$ cat src/rtl/alu_reg_ctrl_if.sv
// Instruction, ALU and write-back bus between the operand controller and its neighbours.
// The controller uses the slave modport; the instruction source and ALU use master.
interface alu_reg_ctrl_if #(
  parameter int WIDTH = 16,
  parameter int AW    = 3
);
  logic             in_valid;
  logic             in_ready;
  logic             in_ld;
  logic             in_op;
  logic [AW-1:0]    in_rd;
  logic [AW-1:0]    in_ra;
  logic [AW-1:0]    in_rb;
  logic [WIDTH-1:0] in_imm;
  logic [WIDTH-1:0] a;
  logic [WIDTH-1:0] b;
  logic             op;
  logic [WIDTH-1:0] s;
  logic             out_valid;
  logic [AW-1:0]    out_rd;
  logic [WIDTH-1:0] out_data;
  logic             z;
  logic             n;
  logic [AW-1:0]    dbg_addr;
  logic [WIDTH-1:0] dbg_data;

  modport slave (
    input  in_valid, in_ld, in_op, in_rd, in_ra, in_rb, in_imm, s, dbg_addr,
    output in_ready, a, b, op, out_valid, out_rd, out_data, z, n, dbg_data
  );

  modport master (
    output in_valid, in_ld, in_op, in_rd, in_ra, in_rb, in_imm, s, dbg_addr,
    input  in_ready, a, b, op, out_valid, out_rd, out_data, z, n, dbg_data
  );
endinterface

$ cat src/rtl/alu_reg_ctrl.sv
// Operand fetch / write-back controller around a combinational add/sub ALU.
// Loads retire in one cycle; ALU ops spend one EXEC cycle while the ALU settles.
module alu_reg_ctrl #(
  parameter int WIDTH = 16,
  parameter int NREGS = 8,
  parameter int AW    = 3
) (
  input logic           clk,
  input logic           rst_n,
  alu_reg_ctrl_if.slave bus
);
  typedef enum logic {IDLE = 1'b0, EXEC = 1'b1} state_t;

  state_t                      state, state_nxt;
  logic [NREGS-1:0][WIDTH-1:0] bank;
  logic [AW-1:0]               rd_q;
  logic                        take;
  logic                        wr_en;
  logic [AW-1:0]               wr_addr;
  logic [WIDTH-1:0]            wr_data;

  assign take = bus.in_valid && bus.in_ready;

  always_ff @(posedge clk or negedge rst_n) begin
    if (!rst_n) state <= IDLE;
    else        state <= state_nxt;
  end

  always_comb begin
    state_nxt = state;
    case (state)
      IDLE:    if (take && !bus.in_ld) state_nxt = EXEC;
      EXEC:    state_nxt = IDLE;
      default: state_nxt = IDLE;
    endcase
  end

  always_comb begin
    bus.in_ready = (state == IDLE);
  end

  // Single write port: EXEC retires the ALU result, IDLE may retire a load.
  always_comb begin
    wr_en   = 1'b0;
    wr_addr = bus.in_rd;
    wr_data = bus.in_imm;
    if (state == EXEC) begin
      wr_en   = 1'b1;
      wr_addr = rd_q;
      wr_data = bus.s;
    end else if (take && bus.in_ld) begin
      wr_en   = 1'b1;
    end
  end

  always_ff @(posedge clk or negedge rst_n) begin
    if (!rst_n) begin
      bank          <= '0;
      rd_q          <= '0;
      bus.a         <= '0;
      bus.b         <= '0;
      bus.op        <= 1'b1;
      bus.out_valid <= 1'b0;
      bus.out_rd    <= '0;
      bus.out_data  <= '0;
      bus.z         <= 1'b0;
      bus.n         <= 1'b0;
    end else begin
      bus.out_valid <= wr_en;
      if (wr_en) begin
        bank[wr_addr] <= wr_data;
        bus.out_rd    <= wr_addr;
        bus.out_data  <= wr_data;
        bus.z         <= (wr_data == '0);
        bus.n         <= wr_data[WIDTH-1];
      end
      if (state == IDLE && take && !bus.in_ld) begin
        bus.a  <= bank[bus.in_ra];
        bus.b  <= bank[bus.in_rb];
        bus.op <= bus.in_op;
        rd_q   <= bus.in_rd;
      end
    end
  end

  // Debug read sees committed state only; no bypass of an in-flight write.
  assign bus.dbg_data = bank[bus.dbg_addr];
endmodule

$ cat src/flat_wrapper.sv
// flat-port wrapper written by rule: the top's interface ports become plain ports
module alu_reg_ctrl_flat 
#(
  parameter int WIDTH = 16,
  parameter int NREGS = 8,
  parameter int AW    = 3
)
  (clk, rst_n, bus_in_valid, bus_in_ld, bus_in_op, bus_in_rd, bus_in_ra, bus_in_rb, bus_in_imm, bus_s, bus_dbg_addr, bus_in_ready, bus_a, bus_b, bus_op, bus_out_valid, bus_out_rd, bus_out_data, bus_z, bus_n, bus_dbg_data);
  alu_reg_ctrl_if #(.WIDTH(WIDTH), .AW(AW)) bus_i ();
  input logic clk;
  input logic rst_n;
  input wire logic [$bits(bus_i.in_valid)-1:0] bus_in_valid;
  input wire logic [$bits(bus_i.in_ld)-1:0] bus_in_ld;
  input wire logic [$bits(bus_i.in_op)-1:0] bus_in_op;
  input wire logic [$bits(bus_i.in_rd)-1:0] bus_in_rd;
  input wire logic [$bits(bus_i.in_ra)-1:0] bus_in_ra;
  input wire logic [$bits(bus_i.in_rb)-1:0] bus_in_rb;
  input wire logic [$bits(bus_i.in_imm)-1:0] bus_in_imm;
  input wire logic [$bits(bus_i.s)-1:0] bus_s;
  input wire logic [$bits(bus_i.dbg_addr)-1:0] bus_dbg_addr;
  output wire logic [$bits(bus_i.in_ready)-1:0] bus_in_ready;
  output wire logic [$bits(bus_i.a)-1:0] bus_a;
  output wire logic [$bits(bus_i.b)-1:0] bus_b;
  output wire logic [$bits(bus_i.op)-1:0] bus_op;
  output wire logic [$bits(bus_i.out_valid)-1:0] bus_out_valid;
  output wire logic [$bits(bus_i.out_rd)-1:0] bus_out_rd;
  output wire logic [$bits(bus_i.out_data)-1:0] bus_out_data;
  output wire logic [$bits(bus_i.z)-1:0] bus_z;
  output wire logic [$bits(bus_i.n)-1:0] bus_n;
  output wire logic [$bits(bus_i.dbg_data)-1:0] bus_dbg_data;
  assign bus_i.in_valid = bus_in_valid;
  assign bus_i.in_ld = bus_in_ld;
  assign bus_i.in_op = bus_in_op;
  assign bus_i.in_rd = bus_in_rd;
  assign bus_i.in_ra = bus_in_ra;
  assign bus_i.in_rb = bus_in_rb;
  assign bus_i.in_imm = bus_in_imm;
  assign bus_i.s = bus_s;
  assign bus_i.dbg_addr = bus_dbg_addr;
  assign bus_in_ready = bus_i.in_ready;
  assign bus_a = bus_i.a;
  assign bus_b = bus_i.b;
  assign bus_op = bus_i.op;
  assign bus_out_valid = bus_i.out_valid;
  assign bus_out_rd = bus_i.out_rd;
  assign bus_out_data = bus_i.out_data;
  assign bus_z = bus_i.z;
  assign bus_n = bus_i.n;
  assign bus_dbg_data = bus_i.dbg_data;
  alu_reg_ctrl #(.WIDTH(WIDTH), .NREGS(NREGS), .AW(AW)) u_core (.clk(clk), .rst_n(rst_n), .bus(bus_i));
endmodule
$ cat config.mk
export PLATFORM = sky130hd
export DESIGN_NAME = alu_reg_ctrl_flat
export DESIGN_NICKNAME = d
export VERILOG_FILES = /design/src/rtl/alu_reg_ctrl_if.sv /design/src/rtl/alu_reg_ctrl.sv /design/src/flat_wrapper.sv
export SDC_FILE = /design/constraint.sdc
export NUM_CORES = 1
export LEC_CHECK = 0
export ABC_AREA = 1
export CAP_MARGIN = 20
export CORE_UTILIZATION = 40
export DETAILED_ROUTE_END_ITERATION = 8
export PLACE_DENSITY_LB_ADDON = 0.25
export SYNTH_ARGS = -nofsm -noshare
export SYNTH_HDL_FRONTEND = slang
export SYNTH_SLANG_ARGS = --single-unit
export TNS_END_PERCENT = 100
$ cat constraint.sdc
create_clock -name clk -period 2.5 [get_ports clk]
set_input_delay 0.25 -clock clk [delete_from_list [all_inputs] [get_ports clk]]
set_output_delay 0.25 -clock clk [all_outputs]
set_load 0.01 [all_outputs]
==> flow_summary.html <==
<table>
<tr><th>Metric</th><th>Value</th></tr>
<tr><th colspan="2">Place</th></tr>
<tr><td>Post-detailed-placement half-perimeter wirelength</td><td>20800 µm</td></tr>
<tr><td>Post-placement cell area</td><td>~12000 µm²</td></tr>
<tr><td>Routability-driven placement congestion ratio</td><td>slightly below 0.9</td></tr>
<tr><td>Buffers on Ports</td><td>120</td></tr>
<tr><th colspan="2">Power and ir drop</th></tr>
<tr><td>Switching component of the power</td><td>3.58 mW</td></tr>
<tr><td>Total power after layout</td><td>around 10 mW</td></tr>
<tr><td>Total power per unit cell area</td><td>just over 800 nW/µm²</td></tr>
<tr><td>Leakage component of the power</td><td>5.62 nW</td></tr>
<tr><td>Proportion of power drawn by combinational gates</td><td>0.285</td></tr>
<tr><td>Total internal power</td><td>around 6.6 mW</td></tr>
<tr><td>IR Drop Worst-Case VDD</td><td>approximately 0.36 mV</td></tr>
<tr><td>Clock network fraction of design power</td><td>0.263</td></tr>
<tr><td>Share of total power in sequential cells</td><td>0.453</td></tr>
<tr><td>Fraction of power spent switching nets</td><td>0.352</td></tr>
<tr><th colspan="2">Setup path</th></tr>
<tr><td>Total buffers and inverters traversed by the critical path</td><td>1</td></tr>
<tr><td>Reg-to-reg critical path startpoint</td><td>u_core.state</td></tr>
<tr><td>Required time worst endpoint</td><td>about 2.3 ns</td></tr>
<tr><td>CP max stage delay</td><td>between 0.5 and 0.6 ns</td></tr>
<tr><td>Reg2reg end</td><td>u_core.bus.a[10]</td></tr>
<tr><td>Startpoint class of the critical path</td><td>flop</td></tr>
<tr><td>Nature of the critical path endpoint</td><td>output port</td></tr>
<tr><td>Crit Path Max Fanout</td><td>4</td></tr>
<tr><td>Critical path type</td><td>reg -&gt; out</td></tr>
<tr><td>Depth of the most critical reg-to-reg path</td><td>6</td></tr>
<tr><td>Source of the critical timing path</td><td>u_core.bank[41]</td></tr>
<tr><td>Worst R2R Setup Slack</td><td>0.60 ns</td></tr>
<tr><td>Number of cells on the critical path</td><td>5</td></tr>
<tr><td>Crit path arrival time</td><td>1.92 ns</td></tr>
<tr><td>Critical path capture point</td><td>bus_dbg_data[9]</td></tr>
<tr><td>Critical-path top delay cell</td><td>clkdlybuf4s50_1</td></tr>
<tr><td>Worst-path cell chain</td><td>o21ai_0 -&gt; o21ai_0 -&gt; nand2_1 -&gt; nand2_1 -&gt; clkdlybuf4s50_1</td></tr>
<tr><td>Category of cells accounting for the largest share of critical-path delay</td><td>buffers and inverters</td></tr>
<tr><th colspan="2">Timing</th></tr>
<tr><td>Worst clock skew</td><td>around 0.0091 ns</td></tr>
<tr><td>Worst relative slew slack</td><td>0.443</td></tr>
<tr><td>Maximum achievable frequency</td><td>roughly 460 MHz</td></tr>
<tr><td>Final Slew Violations</td><td>0</td></tr>
<tr><td>Setup violators final</td><td>0</td></tr>
<tr><td>Worst slew pin tran</td><td>roughly 0.84 ns</td></tr>
<tr><td>Setup repair after global routing missed its margin</td><td>no</td></tr>
<tr><td>Final TNS setup</td><td>0 ns</td></tr>
<tr><td>Total count of hold-check failures in the final report</td><td>0</td></tr>
<tr><td>Clock period minus worst slack</td><td>around 2.2 ns</td></tr>
<tr><td>Final Cycle Share</td><td>0.869</td></tr>
<tr><th colspan="2">Synth</th></tr>
<tr><td>Number of synthesized register bits</td><td>approximately 190</td></tr>
<tr><td>Synth Net Count</td><td>1447</td></tr>
<tr><td>Library cells used by synthesis</td><td>20</td></tr>
<tr><td>Ys Warns</td><td>0</td></tr>
<tr><td>Gate Count Post-Synth</td><td>~1.4k</td></tr>
<tr><td>Total standard cell area after synthesis</td><td>around 10000 µm²</td></tr>
<tr><td>Post-Synthesis Mean Instance Area</td><td>about 7.3 µm²</td></tr>
<tr><td>Post-synthesis sequential area ratio</td><td>0.457</td></tr>
<tr><th colspan="2">Layout</th></tr>
<tr><td>Share of final-layout standard cells stronger than drive strength 1</td><td>0.0541</td></tr>
<tr><td>Antenna diode count</td><td>0</td></tr>
<tr><td>Relative area change from synthesis to final layout</td><td>21.0%</td></tr>
<tr><td>Net count, final</td><td>between 1.5k and 2k</td></tr>
<tr><td>Non-Filler Cell Area, Final</td><td>about 12000 µm²</td></tr>
<tr><td>Filler Cells Inserted</td><td>roughly 2.5k</td></tr>
<tr><td>Highest-count cells in the layout ignoring fill and taps</td><td>409 x nand2_1, 268 x o21ai_0, 185 x dfrtp_1</td></tr>
<tr><td>Most common cell after layout, fill and taps aside</td><td>nand2_1</td></tr>
<tr><th colspan="2">Global route</th></tr>
<tr><td>Overflow left after global routing</td><td>0</td></tr>
<tr><td>Number of antenna violations at the first check in global routing</td><td>1</td></tr>
<tr><td>Most utilized layer in the global route result</td><td>met2</td></tr>
<tr><td>Vias in the first global route</td><td>about 9.0k</td></tr>
<tr><td>GR met2 Demand/Resource</td><td>0.375</td></tr>
<tr><td>Met1 Use GR</td><td>0.365</td></tr>
<tr><td>Maximum number of pins on one net before global-route repair</td><td>around 130</td></tr>
<tr><td>First-pass GRT wire length</td><td>about 50000 µm</td></tr>
<tr><td>Met3 Track Usage GR</td><td>0.0498</td></tr>
<tr><td>Global-route usage over all layers</td><td>0.252</td></tr>
<tr><th colspan="2">Floorplan</th></tr>
<tr><td>Die outline height</td><td>between 150 and 200 µm</td></tr>
<tr><td>Row cnt</td><td>58</td></tr>
<tr><td>Starting Density</td><td>0.406</td></tr>
<tr><td>Count of pins on the block boundary</td><td>~120</td></tr>
<tr><td>Core outline area</td><td>25100 µm²</td></tr>
<tr><td>Area of the die</td><td>roughly 26000 µm²</td></tr>
<tr><td>Die X-Extent</td><td>~160 µm</td></tr>
<tr><th colspan="2">Drt</th></tr>
<tr><td>Residual DRC</td><td>0</td></tr>
<tr><td>Final wirelength</td><td>32500 µm</td></tr>
<tr><td>Initial DRC count</td><td>1259</td></tr>
<tr><td>First-pass detailed-route iteration total</td><td>6</td></tr>
<tr><td>Vias per cell</td><td>~5.5</td></tr>
<tr><td>Routed WL per cell</td><td>18.0 µm</td></tr>
<tr><td>Antenna Nets Post-Route</td><td>0</td></tr>
<tr><td>Via Count</td><td>roughly 10k</td></tr>
<tr><th colspan="2">Clock network</th></tr>
<tr><td>Clock-pin slew on the worst setup and hold paths</td><td>approximately 0.07 ns</td></tr>
<tr><td>Clock buffers created by TritonCTS</td><td>17</td></tr>
<tr><td>Clk Tree Root Cell</td><td>clkbuf_16</td></tr>
<tr><td>CTS sink cnt</td><td>about 190</td></tr>
<tr><td>TritonCTS clock tree</td><td>built</td></tr>
<tr><td>Post_cts resized</td><td>0</td></tr>
<tr><td>Count of buffers added by post-CTS timing repair for setup</td><td>0</td></tr>
<tr><td>Clock Path Buffers</td><td>2</td></tr>
<tr><td>Clock latency on the worst-skew pair</td><td>around 0.44 ns</td></tr>
<tr><td>Hold buffer count at CTS</td><td>1</td></tr>
<tr><td>H-tree level count</td><td>4</td></tr>
<tr><th colspan="2">Run status</th></tr>
<tr><td>Run status</td><td>finished clean</td></tr>
<tr><th colspan="2">Job</th></tr>
<tr><td>Number of maximum-capacitance constraint violations</td><td>0</td></tr>
<tr><th colspan="2">Hold path</th></tr>
<tr><td>Path category of the worst min-delay check</td><td>in -&gt; reg</td></tr>
</table>
-- layout make-up --
cell class / count / area, µm² / share of cell area
multi-input cells: 1005 / 4720 / 0.383
flip-flops and latches: 186 / 4660 / 0.377
repair buffers: 157 / 1600 / 0.129
clock buffers: 23 / 478 / 0.0388
well taps: 330 / 413 / 0.0335
inverters: 100 / 375 / 0.0304
clock inverters: 9 / 92.6 / 0.00751
-- flip-flops by register name, indices dropped and copies added (netlist names) --
| name | count |
|---|---|
| u_core.bus.out_rd | 3 |
| u_core.state | 1 |
| u_core.bus.n | 1 |
| u_core.bus.op | 1 |
| u_core.bus.z | 1 |
| u_core.bank | 128 |
| u_core.bus.a | 16 |
| u_core.bus.out_valid | 1 |
| u_core.bus.b | 16 |
| u_core.rd_q | 3 |
| u_core.bus.out_data | 15 |
-- worst min-delay path by stage --
stage,start,endpoint,slack [ns],cells past startpoint
after floorplan,rst_n,u_core.bank[0],-0.05,0
after global placement,rst_n,u_core.bus.b[2],0.29,1
after detailed placement,rst_n,u_core.bus.b[1],0.30,1
after CTS,bus_in_op,u_core.bus.op,0.33,3
after global routing,bus_in_op,u_core.bus.op,0.37,3
final,bus_in_op,u_core.bus.op,0.33,3
-- worst reg2reg max path: stages, from the launching register on --
cell,delay [ns]
dfrtp_1,0.49
inv_2,0.27
nand2_1,0.11
nor2_2,0.32
inv_2,0.35
nand2_1,0.17
nand2_1,0.07
-- power groups by stage --
stage	Combinational [mW]	Sequential [mW]	Clock, mW
final	2.89	4.59	2.67
after global routing	3.28	4.69	2.83
after CTS	2.89	4.56	2.71
after detailed placement	2.87	4.61	0
after global placement	2.81	4.59	0
after floorplan	1.73	4.48	0
-- metal layers --
| metal | share of wire | routed length, µm | up-vias |
|---|---|---|---|
| met5 | 0 | 0 | - |
| met4 | 0.022 | 704 | 0 |
| met3 | 0.10 | 3380 | 64 |
| met2 | 0.43 | 13900 | 560 |
| met1 | 0.45 | 14600 | 4582 |
| li1 | - | - | 4823 |
-- kinds of logic after synthesis --
family                 share of synthesized area
AOI/OAI and AO/OA                          0.243
buffers and inverters                     0.0807
DFF                                        0.457
and+or+nand+nor                            0.219
-- cells in the mapped netlist --
library cell,number,share of area
nor2_1,46,0.017
nand2_1,409,0.15
dfstp_2,1,0.0026
dfrtp_1,185,0.45
o21ai_0,268,0.13
inv_1,95,0.035
nand2_2,1,0.00061
o21ai_2,1,0.00086
o211ai_1,96,0.071
clkbuf_1,66,0.024
a21oi_1,69,0.034
buf_2,25,0.012
nand3_1,103,0.051
inv_2,4,0.0015
or2_2,1,0.00061
buf_4,4,0.0029
o21a_1,4,0.0029
buf_1,12,0.0044
o21ai_1,7,0.0034
clkinv_1,1,0.00037
-- stage by stage --
step / cells / util / hold WS [ns] / setup WS, ns
after floorplan: 1398 / - / -0.0456 / 1.06
after global placement: 1777 / 0.468 / 0.293 / 0.386
after detailed placement: 1777 / 0.468 / 0.298 / 0.362
after CTS: 1810 / 0.491 / 0.330 / 0.324
after global routing: 1810 / 0.491 / 0.373 / 0.190
final: 1810 / 0.491 / 0.332 / 0.327
Power figures use the tool's default switching activity.
